### config.mk
export PLATFORM = sky130hd
export DESIGN_NAME = cond_unit
export DESIGN_NICKNAME = d
export VERILOG_FILES = /design/src/rtl/cond_pkg.sv /design/src/rtl/cond_eval.sv /design/src/rtl/cond_unit.sv
export SDC_FILE = /design/constraint.sdc
export NUM_CORES = 1
export LEC_CHECK = 0
export ABC_AREA = 1
export BUFFER_PORTS_ARGS = -buffer_cell sky130_fd_sc_hd__clkbuf_2
export CAP_MARGIN = 40
export CORE_UTILIZATION = 47
export DETAILED_ROUTE_END_ITERATION = 6
export HOLD_SLACK_MARGIN = 0.12
export MAX_ROUTING_LAYER = met4
export PLACE_DENSITY = 0.76
export SYNTH_ARGS = -nofsm -noshare
export SYNTH_HDL_FRONTEND = slang
export SYNTH_SLANG_ARGS = --single-unit
### constraint.sdc
create_clock -name clk_i -period 2 [get_ports clk_i]
set_input_delay 0.1 -clock clk_i [delete_from_list [all_inputs] [get_ports clk_i]]
set_output_delay 0.1 -clock clk_i [all_outputs]
set_load 0.1 [all_outputs]
### src/rtl/cond_pkg.sv
// Shared definitions for the condition unit.
//   cond_e     : 4-bit condition code encoding (EQ..NV)
//   FLAG_*     : bit positions of N/Z/C/V inside the 4-bit flag word
//   cond_pass(): pure condition evaluation against a flag word
package cond_pkg;

   typedef enum logic [3:0] {
      EQ = 4'h0, NE = 4'h1, CS = 4'h2, CC = 4'h3,
      MI = 4'h4, PL = 4'h5, VS = 4'h6, VC = 4'h7,
      HI = 4'h8, LS = 4'h9, GE = 4'hA, LT = 4'hB,
      GT = 4'hC, LE = 4'hD, AL = 4'hE, NV = 4'hF
   } cond_e;

   localparam int FLAG_N = 3;
   localparam int FLAG_Z = 2;
   localparam int FLAG_C = 1;
   localparam int FLAG_V = 0;

   function automatic logic cond_pass(input cond_e cond, input logic [3:0] flags);
      logic n, z, c, v;
      logic pass;
      n = flags[FLAG_N];
      z = flags[FLAG_Z];
      c = flags[FLAG_C];
      v = flags[FLAG_V];
      case (cond)
         EQ:      pass = z;
         NE:      pass = !z;
         CS:      pass = c;
         CC:      pass = !c;
         MI:      pass = n;
         PL:      pass = !n;
         VS:      pass = v;
         VC:      pass = !v;
         HI:      pass = c && !z;
         LS:      pass = !c || z;
         GE:      pass = (n == v);
         LT:      pass = (n != v);
         GT:      pass = !z && (n == v);
         LE:      pass = z || (n != v);
         AL:      pass = 1'b1;
         default: pass = 1'b0;   // NV
      endcase
      return pass;
   endfunction

endpackage

### src/rtl/cond_eval.sv
// Combinational condition evaluator.
//   cond_i  : 4-bit condition code
//   flags_i : NZCV flag word ([3]=N, [2]=Z, [1]=C, [0]=V)
//   pass_o  : 1 when the condition holds for the given flags
module cond_eval
   import cond_pkg::*;
(
   input  logic [3:0] cond_i,
   input  logic [3:0] flags_i,
   output logic       pass_o
);

   assign pass_o = cond_pass(cond_e'(cond_i), flags_i);

endmodule

### src/rtl/cond_unit.sv
// Condition unit: architectural NZCV register, condition evaluation with a
// registered execute/skip decision, and a flag-hazard interlock that stalls
// conditional instructions while flag writers are still in flight.
//   clk_i, rst_n_i          : clock, synchronous active-low reset
//   cond_valid_i, cond_i    : issue request and its condition code
//   sets_flags_i            : issued instruction will later write flags
//   cond_ready_o            : issue accepted when high with cond_valid_i
//   status_i, set_status_i  : ALU flag value and write strobe
//   flush_i                 : pipeline flush
//   exec_valid_o, exec_o    : one-cycle decision pulse and pass result
//   flags_o, pending_o      : flag register and outstanding writer count
module cond_unit
   import cond_pkg::*;
#(
   parameter  int MAX_PENDING = 3,
   localparam int PCNT_W      = $clog2(MAX_PENDING + 1)
) (
   input  logic              clk_i,
   input  logic              rst_n_i,
   input  logic              cond_valid_i,
   input  logic [3:0]        cond_i,
   input  logic              sets_flags_i,
   output logic              cond_ready_o,
   input  logic [3:0]        status_i,
   input  logic              set_status_i,
   input  logic              flush_i,
   output logic              exec_valid_o,
   output logic              exec_o,
   output logic [3:0]        flags_o,
   output logic [PCNT_W-1:0] pending_o
);

   localparam logic [PCNT_W-1:0] PEND_FULL = PCNT_W'(MAX_PENDING);

   logic [3:0]        flags_q;
   logic [PCNT_W-1:0] pending_q;
   logic [PCNT_W-1:0] pending_eff;
   logic [PCNT_W-1:0] pending_d;
   logic [3:0]        flags_eff;
   logic              dec;
   logic              inc;
   logic              hazard;
   logic              full;
   logic              hs_p0;
   logic              pass_p0;
   logic              vld_p1;
   logic              exec_p1;

   // Same-cycle forward lets a conditional issue alongside the flag write
   // that resolves its hazard.
   assign flags_eff = set_status_i ? status_i : flags_q;

   // A flag write with nothing outstanding only updates the flags.
   assign dec         = set_status_i && (pending_q != '0);
   assign pending_eff = pending_q - PCNT_W'(dec);

   assign hazard = (cond_i != AL) && (cond_i != NV) && (pending_eff != '0);
   assign full   = sets_flags_i && (pending_q == PEND_FULL) && !set_status_i;

   assign cond_ready_o = !(hazard || full);

   // Flush drops any issue in its cycle even though ready is still shown.
   assign hs_p0 = cond_valid_i && cond_ready_o && !flush_i;
   assign inc   = hs_p0 && sets_flags_i;

   assign pending_d = flush_i ? '0 : (pending_q + PCNT_W'(inc) - PCNT_W'(dec));

   cond_eval u_eval (
      .cond_i  (cond_i),
      .flags_i (flags_eff),
      .pass_o  (pass_p0)
   );

   always_ff @(posedge clk_i) begin
      if (!rst_n_i) begin
         flags_q   <= '0;
         pending_q <= '0;
      end else begin
         if (set_status_i) begin
            flags_q <= status_i;
         end
         pending_q <= pending_d;
      end
   end

   // ---- stage p0 -> p1: registered execute decision ----
   always_ff @(posedge clk_i) begin
      if (!rst_n_i) begin
         vld_p1  <= 1'b0;
         exec_p1 <= 1'b0;
      end else begin
         vld_p1  <= hs_p0;
         exec_p1 <= pass_p0;
      end
   end

   assign exec_valid_o = vld_p1;
   assign exec_o       = exec_p1;
   assign flags_o      = flags_q;
   assign pending_o    = pending_q;

endmodule

==> results_dict.tcl, run 1 <==
set metrics [dict create \
    first_pass_iters 4 \
    postRouteAntennaNets 0 \
    leakage_nw 0.487 \
    timing.critical_path.to_type "flop" \
    timing.slew.headroom 0.637 \
    total_power_mw 0.487 \
    ff2ff_setup_slack_ns 0.09 \
    antenna-diode-count 0 \
    number_of_standard_cell_rows_in_the_floorplan 12 \
    netlist_top_cells_area "sky130_fd_sc_hd__dfxtp_1 (25%), sky130_fd_sc_hd__nand2_1 (23%), sky130_fd_sc_hd__inv_1 (11%)" \
    drc 0 \
    netlist-cell-type-count 19 \
    crit_arrival_ns 2.10 \
    floorplan.die.width_um 38.7 \
    route.detailed.vias_per_inst 4.95 \
    dp_hpwl_um 1240 \
    synth_top_area_share 0.253 \
    r2r-end "pending_o[1]$_SDFF_PP0_" \
    post_cts.repair.setup_buffers 0 \
    min_period_ns 1.91 \
    final_min_period_over_clock_period 0.954 \
    grt_antenna_before_repair 0 \
    die-area_mm2 0.00149 \
    number_of_buffers_between_clock_root_and_the_deepest_sink 2 \
    grt_max_degree 8 \
    clockRootBuffer "sky130_fd_sc_hd__clkbuf_4" \
    final.setup_skew_ns 0.0189 \
    cap_viol_max_count 0 \
    hold_start "rst_n_i" \
    worstReg2RegStart "pending_o[0]$_SDFF_PP0_" \
    wl_per_cell_um 10.6 \
    number_of_clock_sinks_seen_by_cts 8 \
    numPortBuffers 22 \
    drive_above_1_share 0.301 \
    avg_inst_size_synth_um2 5.74 \
    numCtsBuffers 3 \
    post_synth_instance_area_um2 632 \
    min_path_cells 3 \
    core_region_area_mm2 0.00117 \
    synth_largest_area_cell "sky130_fd_sc_hd__dfxtp_1" \
    outcome "finished, final reports clean" \
    worstHoldPathType "in -> reg" \
    global_route.overflow_total 0 \
    via_count_of_the_first_global_routing_pass 683 \
    critical_setup_path_class "reg -> reg" \
    mostFrequentLayoutCell "sky130_fd_sc_hd__nand2_1" \
    worstSkewPairLatency_ns 0.27 \
    ys_seq_area_frac 0.253 \
    dp_worst_setup_slack_ns 0.0374 \
    grt_setup_unrepaired "false" \
    timing.fmax_mhz 524 \
    initial_utilization 0.540 \
    slew_worst_pin_ns 0.547 \
    post_route_worst_setup_slack_ns 0.0926 \
    route.final.wire_length_um 1600 \
    power.ir.vdd_worst_mv 0.569 \
    cts_tree "yes" \
    drt_iter0_drc 22 \
    grt_first_pass_wirelength_um 2630 \
    cts_htree_levels 1 \
    num_vias 743 \
    postSynthCellCount 110 \
    power.density_cell_area_mw_per_mm2 593 \
    die_h_um 38.7 \
    routabilityCongestion 0.812 \
    cts.reportedPaths.clkPinSlew_ns 0.07 \
    mappedNetlistNets 126 \
    total_setup_violations_reported_at_the_end_of_the_flow 0 \
    synth-warning-count 0 \
    timing.critical_path.fanout_max 4 \
    design.final.nets 154 \
    area.growth.synth_to_final_pct 29.9 \
    postSynthRegisterBits 8 \
    r2r_cells 12 \
    worst-endpoint-required_ns 2.20 \
    timing_max_transition_violations_final 0 \
    whs_endpoint "pending_o[1]$_SDFF_PP0_" \
    mostFrequentLayoutCells "sky130_fd_sc_hd__nand2_1 (38), sky130_fd_sc_hd__clkbuf_2 (22), sky130_fd_sc_hd__nor2_1 (17), sky130_fd_sc_hd__inv_1 (17), sky130_fd_sc_hd__nand3_1 (9)" \
    final-hold-violation-count 0 \
    track_usage 0.260 \
    ios 23 \
    critPathLaunchType "flop" \
]
## how the worst max path moves through the flow
stage	start	to	slack, ns	cells past startpoint
finish	pending_o[0]$_SDFF_PP0_	pending_o[1]$_SDFF_PP0_	0.09	12
detailed placement	pending_o[0]$_SDFF_PP0_	pending_o[1]$_SDFF_PP0_	0.04	12
global route	pending_o[0]$_SDFF_PP0_	pending_o[1]$_SDFF_PP0_	0.01	12
global placement	pending_o[0]$_SDFF_PP0_	pending_o[1]$_SDFF_PP0_	0.15	12
floorplan	pending_o[0]$_SDFF_PP0_	pending_o[1]$_SDFF_PP0_	-0.55	12
CTS	pending_o[0]$_SDFF_PP0_	pending_o[1]$_SDFF_PP0_	0.04	12
## layer usage
layer,vias up,GRT usage,share of wire
met5,-,-,0
met4,0,0.0517,0.0088
met3,2,0.0694,0.075
met2,36,0.471,0.51
met1,318,0.283,0.40
li1,387,-,-
## through the flow
| stage | setup TNS (ns) | cells | hold WS (ns) | area, µm² | utilization |
|---|---|---|---|---|---|
| after floorplan | -0.855 | 110 | 0.223 | 661 | - |
| after global placement | 0 | 146 | 0.347 | 785 | 0.670 |
| after detailed placement | 0 | 146 | 0.344 | 785 | 0.670 |
| after CTS | 0 | 150 | 0.124 | 817 | 0.698 |
| after global routing | 0 | 150 | 0.138 | 821 | 0.701 |
| final | 0 | 150 | 0.117 | 821 | 0.701 |
## worst max-delay path, cell delays in order (launching register included)
cell and delay [ns]:
sky130_fd_sc_hd__dfxtp_4 0.35, sky130_fd_sc_hd__inv_2 0.06, sky130_fd_sc_hd__nor2_4 0.05, sky130_fd_sc_hd__o22ai_2 0.10, sky130_fd_sc_hd__inv_2 0.06, sky130_fd_sc_hd__a31oi_4 0.15
sky130_fd_sc_hd__nand4_1 0.11, sky130_fd_sc_hd__ha_1 0.28, sky130_fd_sc_hd__inv_1 0.04, sky130_fd_sc_hd__ha_2 0.16, sky130_fd_sc_hd__xnor2_1 0.13, sky130_fd_sc_hd__or2_4 0.23
sky130_fd_sc_hd__a21oi_2 0.13
## sequential cells by signal, summed over array words and instances, names as in the netlist
signal,flops
flags_o,4
exec_o,1
exec_valid_o,1
pending_o,2
## cell usage after synthesis, drive strengths merged
master / number
xnor2: 1
and3: 1
o21ai: 1
nand3b: 1
a31oi: 1
or2: 1
nor2: 18
inv: 20
nand4: 1
a21boi: 1
nand3: 9
ha: 2
nand2: 41
dfxtp: 8
buf: 1
o22ai: 1
a21oi: 2
## logic make-up (layout without fill, tap and decap cells)
group	Yosys count	in the layout	share of synthesized area
xor+xnor	1	1	0.0139
fa+ha+maj	2	2	0.0396
compound gates	6	6	0.0752
buf+inv	21	47	0.141
simple gates	72	72	0.477
flops	8	8	0.253
## layout make-up
class                           instances  area, µm²
Sequential cell                         8        168
Inverter                               20       77.6
Tap cell                               14       17.5
Multi-Input combinational cell         81        408
Clock buffer                            3       22.5
Timing Repair Buffer                   24        128
Fill cell                             114        350
## power breakdown
part	internal [mW]	switching (mW)
Clock	0.0689	0.0611
Sequential	0.167	0.00601
Combinational	0.0464	0.138
Total	0.282	0.205
## what timing repair did
| item | in CTS | in global routing |
|---|---|---|
| endpoints found under the hold margin | 1 | 0 |
| setup endpoints to repair | 0 | 1 |
| gates resized for setup | 0 | 1 |
| hold buffers | 1 | 0 |
Power figures use the tool's default switching activity.
==> run 2, diff against run 1 <==
--- a/config.mk
+++ b/config.mk
@@ -7,12 +7,12 @@
 export LEC_CHECK = 0
 export ABC_AREA = 1
 export BUFFER_PORTS_ARGS = -buffer_cell sky130_fd_sc_hd__clkbuf_2
-export CAP_MARGIN = 40
 export CORE_UTILIZATION = 47
 export DETAILED_ROUTE_END_ITERATION = 6
 export HOLD_SLACK_MARGIN = 0.12
 export MAX_ROUTING_LAYER = met4
 export PLACE_DENSITY = 0.76
+export REMOVE_ABC_BUFFERS = 1
 export SYNTH_ARGS = -nofsm -noshare
 export SYNTH_HDL_FRONTEND = slang
 export SYNTH_SLANG_ARGS = --single-unit
==> results_dict.tcl, run 2 (synthesized netlist as in run 1, its figures left out) <==
set metrics [dict create \
    outcome "finished, final reports clean" \
    internal_power_mw 0.287 \
    final.setup_skew_ns 0.0139 \
    number_of_buffers_between_clock_root_and_the_deepest_sink 2 \
    cts_htree_levels 1 \
    grt_max_degree 8 \
    track_usage 0.244 \
    clockRootBuffer "sky130_fd_sc_hd__clkbuf_4" \
    initial_utilization 0.540 \
    dp_worst_setup_slack_ns 0.0468 \
    number_of_standard_cell_rows_in_the_floorplan 12 \
    slew_worst_pin_ns 0.545 \
    share_comb_of_total_power 0.382 \
    drive_above_1_share 0.314 \
    global_route.overflow_total 0 \
    timing.critical_path.to_type "flop" \
    setup.worst_path.start "pending_o[0]$_SDFF_PP0_" \
    dp_hpwl_um 1180 \
    grt_antenna_before_repair 0 \
    critPathLaunchType "flop" \
    cts.reportedPaths.clkPinSlew_ns 0.06 \
    floorplan.die.width_um 38.7 \
    crit_arrival_ns 2.11 \
    worstReg2RegStart "pending_o[0]$_SDFF_PP0_" \
    first_pass_iters 4 \
    total_setup_violations_reported_at_the_end_of_the_flow 0 \
    cap_viol_max_count 0 \
    p_clk_frac 0.262 \
    final-hold-violation-count 0 \
    area.growth.synth_to_final_pct 32.9 \
    final_min_period_over_clock_period 0.952 \
    postRouteAntennaNets 0 \
    mostFrequentLayoutCell "sky130_fd_sc_hd__nand2_1" \
    layout.cell_area.non_filler_um2 840 \
    via_count_of_the_first_global_routing_pass 607 \
    numPortBuffers 22 \
    share_seq_of_total_power 0.356 \
    post_route_worst_setup_slack_ns 0.0954 \
    drc 0 \
    power.density_cell_area_mw_per_mm2 584 \
    hold_start "status_i[0]" \
    cts_tree "yes" \
    route.detailed.vias_per_inst 4.83 \
    die_h_um 38.7 \
    numCtsBuffers 3 \
    routabilityCongestion 0.844 \
    core_region_area_mm2 0.00117 \
    design.final.nets 158 \
    total_power_mw 0.490 \
    min_period_ns 1.90 \
    timing.fmax_mhz 525 \
    wl_per_cell_um 10.5 \
    drt_iter0_drc 23 \
    grt_first_pass_wirelength_um 2370 \
    route.final.wire_length_um 1620 \
    worst-endpoint-required_ns 2.20 \
    mostFrequentLayoutCells "sky130_fd_sc_hd__nand2_1 (38), sky130_fd_sc_hd__clkbuf_2 (22), sky130_fd_sc_hd__nor2_1 (17), sky130_fd_sc_hd__inv_1 (17), sky130_fd_sc_hd__nand3_1 (9)" \
    wl_met2_um 732 \
    leakage_nw 0.506 \
    max_reg_flops 4 \
    highest_layer "met4" \
    power.net_switching_mw 0.203 \
    switching_share 0.414 \
    worstSkewPairLatency_ns 0.26 \
    antenna-diode-count 0 \
    number_of_clock_sinks_seen_by_cts 8 \
    timing_max_transition_violations_final 0 \
    m1WireLength_um 789 \
    grt_setup_unrepaired "false" \
    timing.critical_path.fanout_max 4 \
    wl_met3_um 64 \
    worstHoldPathType "in -> reg" \
    critical_setup_path_class "reg -> reg" \
    ios 23 \
    die-area_mm2 0.00149 \
    power.ir.vdd_worst_mv 0.338 \
    detailed_place.area_um2 771 \
    num_vias 744 \
    total_negative_slack_for_setup_checks_ns 0 \
    timing.slew.headroom 0.638 \
]
run 2: changes by cell type in the layout (fill, tap and decap cells not counted), sizes merged:
| cell | previous run | this run |
|---|---|---|
| buf | 1 | 5 |
run 2: layer usage:
metal / up-vias / track usage
li1: 401 / -
met1: 317 / 0.293
met2: 19 / 0.379
met3: 7 / 0.0694
met4: 0 / 0.103
met5: - / -
run 2: power groups by stage:
stage | Combinational, mW | Sequential [mW] | Clock (mW)
after floorplan | 0.0668 | 0.245 | 0
after global placement | 0.177 | 0.177 | 0
after detailed placement | 0.178 | 0.177 | 0
after CTS | 0.181 | 0.174 | 0.128
after global routing | 0.203 | 0.175 | 0.138
final | 0.187 | 0.174 | 0.128
run 2: final cells by class:
cell class,instances,area [µm²]
Inverter,20,77.6
Fill cell,100,332
Clock buffer,3,22.5
Timing Repair Buffer,28,158
Tap cell,14,17.5
Sequential cell,8,161
Multi-Input combinational cell,81,403
run 2: worst max-delay path: stages (launching register included):
cell and delay, ns:
sky130_fd_sc_hd__dfxtp_2 0.34, sky130_fd_sc_hd__inv_2 0.05, sky130_fd_sc_hd__nor2_2 0.04, sky130_fd_sc_hd__o22ai_2 0.12
sky130_fd_sc_hd__inv_2 0.06, sky130_fd_sc_hd__a31oi_4 0.16, sky130_fd_sc_hd__nand4_1 0.12, sky130_fd_sc_hd__ha_1 0.28
sky130_fd_sc_hd__inv_1 0.04, sky130_fd_sc_hd__ha_2 0.16, sky130_fd_sc_hd__xnor2_1 0.13, sky130_fd_sc_hd__or2_4 0.23
sky130_fd_sc_hd__a21oi_2 0.10
run 2: worst paths after layout:
kind	slack [ns]	end	cells past startpoint
max reg2reg	0.1	pending_o[1]$_SDFF_PP0_	12
min	0.18	flags_o[0]$_SDFF_PN0_	5
max	0.1	pending_o[1]$_SDFF_PP0_	12
min reg2reg	0.56	flags_o[1]$_SDFF_PN0_	2
run 2: timing repair:
item	4_1_cts	5_1_grt
gates resized for setup	0	8
endpoints found under the hold margin	1	0
setup buffers	0	2
setup endpoints to repair	0	1
hold buffers	1	0
run 2: through the flow:
step	cells	utilization	hold WS, ns
6_report	154	0.717	0.177
5_1_grt	154	0.717	0.181
4_1_cts	152	0.686	0.141
3_5_place_dp	148	0.658	0.354
3_3_place_gp	148	0.658	0.347
2_1_floorplan	109	-	0.223
